[src/rtl/mips_loader_pkg.sv]
// Shared types and frame constants for the MIPS instruction-memory loader.
package mips_loader_pkg;

    typedef enum logic [2:0] {
        IDLE, LEN_HI, LEN_LO, DATA, CHECK, DONE, ERROR
    } state_t;

    localparam int LEN_BYTES  = 2;
    localparam int WORD_BYTES = 4;

endpackage

[src/rtl/loader_word_packer.sv]
// Packs accepted stream bytes MSB-first into 32-bit words; word_valid is a
// combinational pulse on the handshake of the last byte of each word.
module loader_word_packer
    import mips_loader_pkg::*;
(
    input  logic        clk,
    input  logic        rst,
    input  logic        clr,
    input  logic        byte_valid,
    input  logic [7:0]  byte_data,
    output logic        word_valid,
    output logic [31:0] word
);

    logic [23:0] sr;
    logic [1:0]  cnt;

    // The final byte is spliced in directly so the top can register the word
    // on the same edge that consumes it.
    assign word_valid = byte_valid && (cnt == 2'(WORD_BYTES - 1));
    assign word       = {sr, byte_data};

    always_ff @(posedge clk or negedge rst) begin
        if (!rst) begin
            sr  <= '0;
            cnt <= '0;
        end else if (clr) begin
            sr  <= '0;
            cnt <= '0;
        end else if (byte_valid) begin
            sr  <= {sr[15:0], byte_data};
            cnt <= cnt + 2'd1;
        end
    end

endmodule

[src/rtl/mips_program_loader.sv]
// Loads a length-prefixed, XOR-checked byte image into instruction memory and
// holds the core in reset until the image verifies.
module mips_program_loader
    import mips_loader_pkg::*;
#(
    parameter int ADDR_WIDTH = 8,
    parameter int BASE_ADDR  = 0
) (
    input  logic                  clk,
    input  logic                  rst,
    input  logic                  load_start,
    input  logic                  rx_valid,
    input  logic [7:0]            rx_data,
    output logic                  rx_ready,
    output logic                  mem_we,
    output logic [ADDR_WIDTH-1:0] mem_addr,
    output logic [31:0]           mem_wdata,
    output logic                  cpu_rst,
    output logic                  done,
    output logic                  error,
    output logic [15:0]           words_loaded
);

    localparam logic [16:0] CAPACITY = 17'd1 << ADDR_WIDTH;

    state_t      state;
    logic [7:0]  len_hi;
    logic [15:0] len;
    logic [7:0]  chk;
    logic        xfer;
    logic        word_valid;
    logic [31:0] word;
    logic [15:0] len_n;
    logic        last_word;

    assign xfer      = rx_valid && rx_ready;
    assign len_n     = {len_hi, rx_data};
    assign last_word = ({1'b0, words_loaded} + 17'd1) == {1'b0, len};

    loader_word_packer u_packer (
        .clk        (clk),
        .rst        (rst),
        .clr        (state != DATA),
        .byte_valid (xfer && (state == DATA)),
        .byte_data  (rx_data),
        .word_valid (word_valid),
        .word       (word)
    );

    always_ff @(posedge clk or negedge rst) begin
        if (!rst) begin
            state        <= IDLE;
            rx_ready     <= 1'b0;
            mem_we       <= 1'b0;
            mem_addr     <= '0;
            mem_wdata    <= '0;
            cpu_rst      <= 1'b1;
            done         <= 1'b0;
            error        <= 1'b0;
            words_loaded <= '0;
            len_hi       <= '0;
            len          <= '0;
            chk          <= '0;
        end else begin
            mem_we <= 1'b0;
            if (word_valid) begin
                mem_we       <= 1'b1;
                mem_addr     <= ADDR_WIDTH'(BASE_ADDR + 32'(words_loaded));
                mem_wdata    <= word;
                words_loaded <= words_loaded + 16'd1;
            end
            if (xfer && state == DATA)
                chk <= chk ^ rx_data;

            case (state)
                IDLE, DONE, ERROR: if (load_start) begin
                    state        <= LEN_HI;
                    rx_ready     <= 1'b1;
                    cpu_rst      <= 1'b1;
                    done         <= 1'b0;
                    error        <= 1'b0;
                    words_loaded <= '0;
                    chk          <= '0;
                end
                LEN_HI: if (xfer) begin
                    len_hi <= rx_data;
                    state  <= LEN_LO;
                end
                LEN_LO: if (xfer) begin
                    len <= len_n;
                    if ({1'b0, len_n} > CAPACITY) begin
                        state    <= ERROR;
                        rx_ready <= 1'b0;
                        error    <= 1'b1;
                    end else if (len_n == 16'd0) begin
                        state <= CHECK;
                    end else begin
                        state <= DATA;
                    end
                end
                DATA: if (word_valid && last_word)
                    state <= CHECK;
                CHECK: if (xfer) begin
                    rx_ready <= 1'b0;
                    if (rx_data == chk) begin
                        state   <= DONE;
                        done    <= 1'b1;
                        cpu_rst <= 1'b0;
                    end else begin
                        state <= ERROR;
                        error <= 1'b1;
                    end
                end
                default: state <= IDLE;
            endcase
        end
    end

endmodule
[config.mk]
export PLATFORM = sky130hd
export DESIGN_NAME = mips_program_loader
export DESIGN_NICKNAME = d
export VERILOG_FILES = /design/src/rtl/mips_loader_pkg.sv /design/src/rtl/loader_word_packer.sv /design/src/rtl/mips_program_loader.sv
export SDC_FILE = /design/constraint.sdc
export NUM_CORES = 1
export LEC_CHECK = 0
export ABC_AREA = 0
export BUFFER_PORTS_ARGS = -buffer_cell sky130_fd_sc_hd__buf_2
export CAP_MARGIN = 5
export CORE_UTILIZATION = 62
export DETAILED_ROUTE_END_ITERATION = 12
export PLACE_DENSITY_LB_ADDON = 0.12
export SLEW_MARGIN = 25
export SYNTH_ARGS = -nofsm -noshare
export SYNTH_HDL_FRONTEND = slang
export SYNTH_HIERARCHICAL = 1
export SYNTH_SLANG_ARGS = --single-unit
[constraint.sdc]
create_clock -name clk -period 6.9 [get_ports clk]
set_input_delay 0.345 -clock clk [delete_from_list [all_inputs] [get_ports clk]]
set_output_delay 0.345 -clock clk [all_outputs]
set_load 0.05 [all_outputs]
==> metrics.txt <==
GPL Wtd Cong 0.8461; ratio of final minimum period to clock period 0.4796; die area 9852 sq um; CTS Sinks 122; fraction of layout cells with a size suffix above 1 0.3091; Synthesized Nets 532; DP Wirelength 7913 um; instance area at placement 6205 sq um; CP max-delay cell dfrtp_1; Vias 4,210; first-pass GRT wire length 20,180 um; Crit Path Class reg -> reg; CP top delay family buffers and inverters; Area contributors post-synth dfrtp_1, mux2_2, mux2i_1; NumNets Final 594; vias in the first global route 4,063; minimum clock period 3.309 ns; Slew HR 0.4025; met3 Usage GRT 0.07379; largest fanout on the critical path 55; worst vdd ir 373.0 uV; Yosys warnings 6; Lkg Pwr 3.132 nW; Clk Latency, worst-skew pair 0.52 ns; HP Class in -> reg; grt peak-use layer met2; initial antenna violation count 0; CORE AREA 9196 sq um; Initial Utilization 0.6377; unrepaired setup endpoints after global routing no; most used cell, CP buf_4; CP max stage delay 0.67 ns; drt wl/cell 17.24 um; Via density 5.989; CTS tree done; top_reg_cell synth dfrtp_1; Final Skew 0.01024 ns; CTS Hold Bufs 1; initial DRC count 259; CTS root buf clkbuf_8; TritonRoute pass-1 iters 4; GR Util met1 0.3572; Cell Pwr Density 395.0 nW/um^2; Worst-Margin Slew 0.8944 ns; maximum clock path buffer count 2; Row Count 35; total gr overflow 0; final design utilization 0.7328; share of the synthesized area in the top cell type 0.5163; outcome completed; Max Slew Vio Count 0; Num CTS Buffers 17; crit-path cells nand3b_1 > buf_4 > nor2_4 > buf_4 > and2_2 > buf_4 > nand2_1 > or3_1 > a21oi_1; Cells after Synth 518; post-CTS setup buffer count 0; Multi-input gate area 2570 sq um; Mapped Avg Cell Area 11.32 sq um; Worst Path Arrival 3.75 ns; post-synthesis sequential area ratio 0.5208; Syn Std Cell Area 5864 sq um; GRT met2 Usage 0.4241; # H-tree levels 4; largest net degree at the start of global routing 71; library cells used by synthesis 57; All-Layer GR Usage 0.2681; Critical Path RT 7.34 ns; final count of hold timing violations 0; FF+latch area 3054 sq um; cell accounting for the most synthesized area dfrtp_1; Die H 99.26 um; Clk pin slew, worst setup/hold paths 0.06 ns; number of remaining DRC errors 0; post-CTS sizing 0; list of most frequent post-synthesis cells dfrtp_1, nor2_1, mux2_2; Total Wirelength 12,120 um; final setup fails 0; final setup TNS 0 ns; num ports 73; synthesis-to-finish area growth 14.91%; fill count 651; Die W 99.26 um; asr flop ratio synth 1.000; Final Cell Area 6739 sq um; Post-synth EDFFs 0; Startpoint Class flip-flop; Hold Worst Slack 0.03470 ns; Max-cap violations 0; I/O Buffers 72; register bit total from synthesis 122; Routed Antenna Nets 0; top-count cell post-synth dfrtp_1; WP buf/inv 3; Diodes inserted 0; CP endpoint kind flip-flop; Max Fclk 302.2 MHz
## cell families (layout without fill, tap and decap cells)
kind of cell | count (synthesis) | after routing | share of synthesized area
AOI/OAI and AO/OA | 59 | 59 | 0.06614
xor gates and xnor gates | 45 | 45 | 0.06721
adders and majority gates | 2 | 2 | 0.004266
buffers and inverters | 45 | 119 | 0.04352
DFF | 122 | 122 | 0.5208
muxes | 86 | 86 | 0.1596
and+or+nand+nor | 159 | 159 | 0.1385
## sequential cells by signal, indices dropped and copies added (netlist names)
signal / cells
mem_wdata: 32
u_packer/sr: 24
len: 16
words_loaded: 16
chk: 8
len_hi: 8
mem_addr: 8
state: 3
u_packer/cnt: 2
cpu_rst: 1
done: 1
error: 1
mem_we: 1
rx_ready: 1
## report_power, final
part | internal (mW) | switching [mW] | leakage (nW)
sequential | 0.900 | 0.132 | 1.53
combinational | 0.255 | 0.598 | 1.34
clock | 0.450 | 0.326 | 0.258
## layout make-up
type	instances	area share
clock buffer	18	0.06350
sequential	122	0.4532
clock inverter	13	0.01430
multi-input combinational	351	0.3814
inverter	9	0.005013
tap	111	0.02061
timing repair buffer	79	0.06201
## placed cells by master, fill, tap and decap left out, types with 7 or more instances in the layout
cell type / instances
dfrtp_1: 121
nor2_1: 64
mux2i_1: 26
clkbuf_16: 16
nand4_1: 8
mux2_2: 60
xnor2_1: 21
inv_1: 9
a21oi_1: 10
nor2b_1: 9
buf_2: 71
nand2_1: 20
buf_4: 7
xor2_1: 24
nand3_1: 13
o21ai_0: 15
## routing by layer
layer	up-vias	wire length, um
li1	1939	-
met5	-	0
met2	141	5913
met3	24	598
met4	0	221
met1	2106	5385
## metrics by stage
stage | setup WS, ns | std cells | power [mW]
after floorplan | 3.887 | 518 | 1.693
after global placement | 3.787 | 671 | 1.874
after detailed placement | 3.650 | 671 | 1.899
after CTS | 3.602 | 703 | 2.682
after global routing | 3.343 | 703 | 2.787
final | 3.591 | 703 | 2.662
## worst paths after layout
kind | start | endpoint | slack, ns | cells past startpoint
hold / removal | rx_valid | rx_ready$_DFFE_PN0P_ | 0.03 | 2
setup reg to reg | state[0]$_DFFE_PN0P_ | words_loaded[14]$_DFF_PN0_ | 3.59 | 9
min in group asynchronous | rst | mem_wdata[29]$_DFFE_PN0P_ | 0.48 | 2
hold reg to reg | done$_DFFE_PN0P_ | done$_DFFE_PN0P_ | 0.48 | 1
max in group asynchronous | rst | state[2]$_DFFE_PN0P_ | 5.22 | 3
setup / recovery | state[0]$_DFFE_PN0P_ | words_loaded[14]$_DFF_PN0_ | 3.59 | 9
Power figures use the tool's default switching activity.
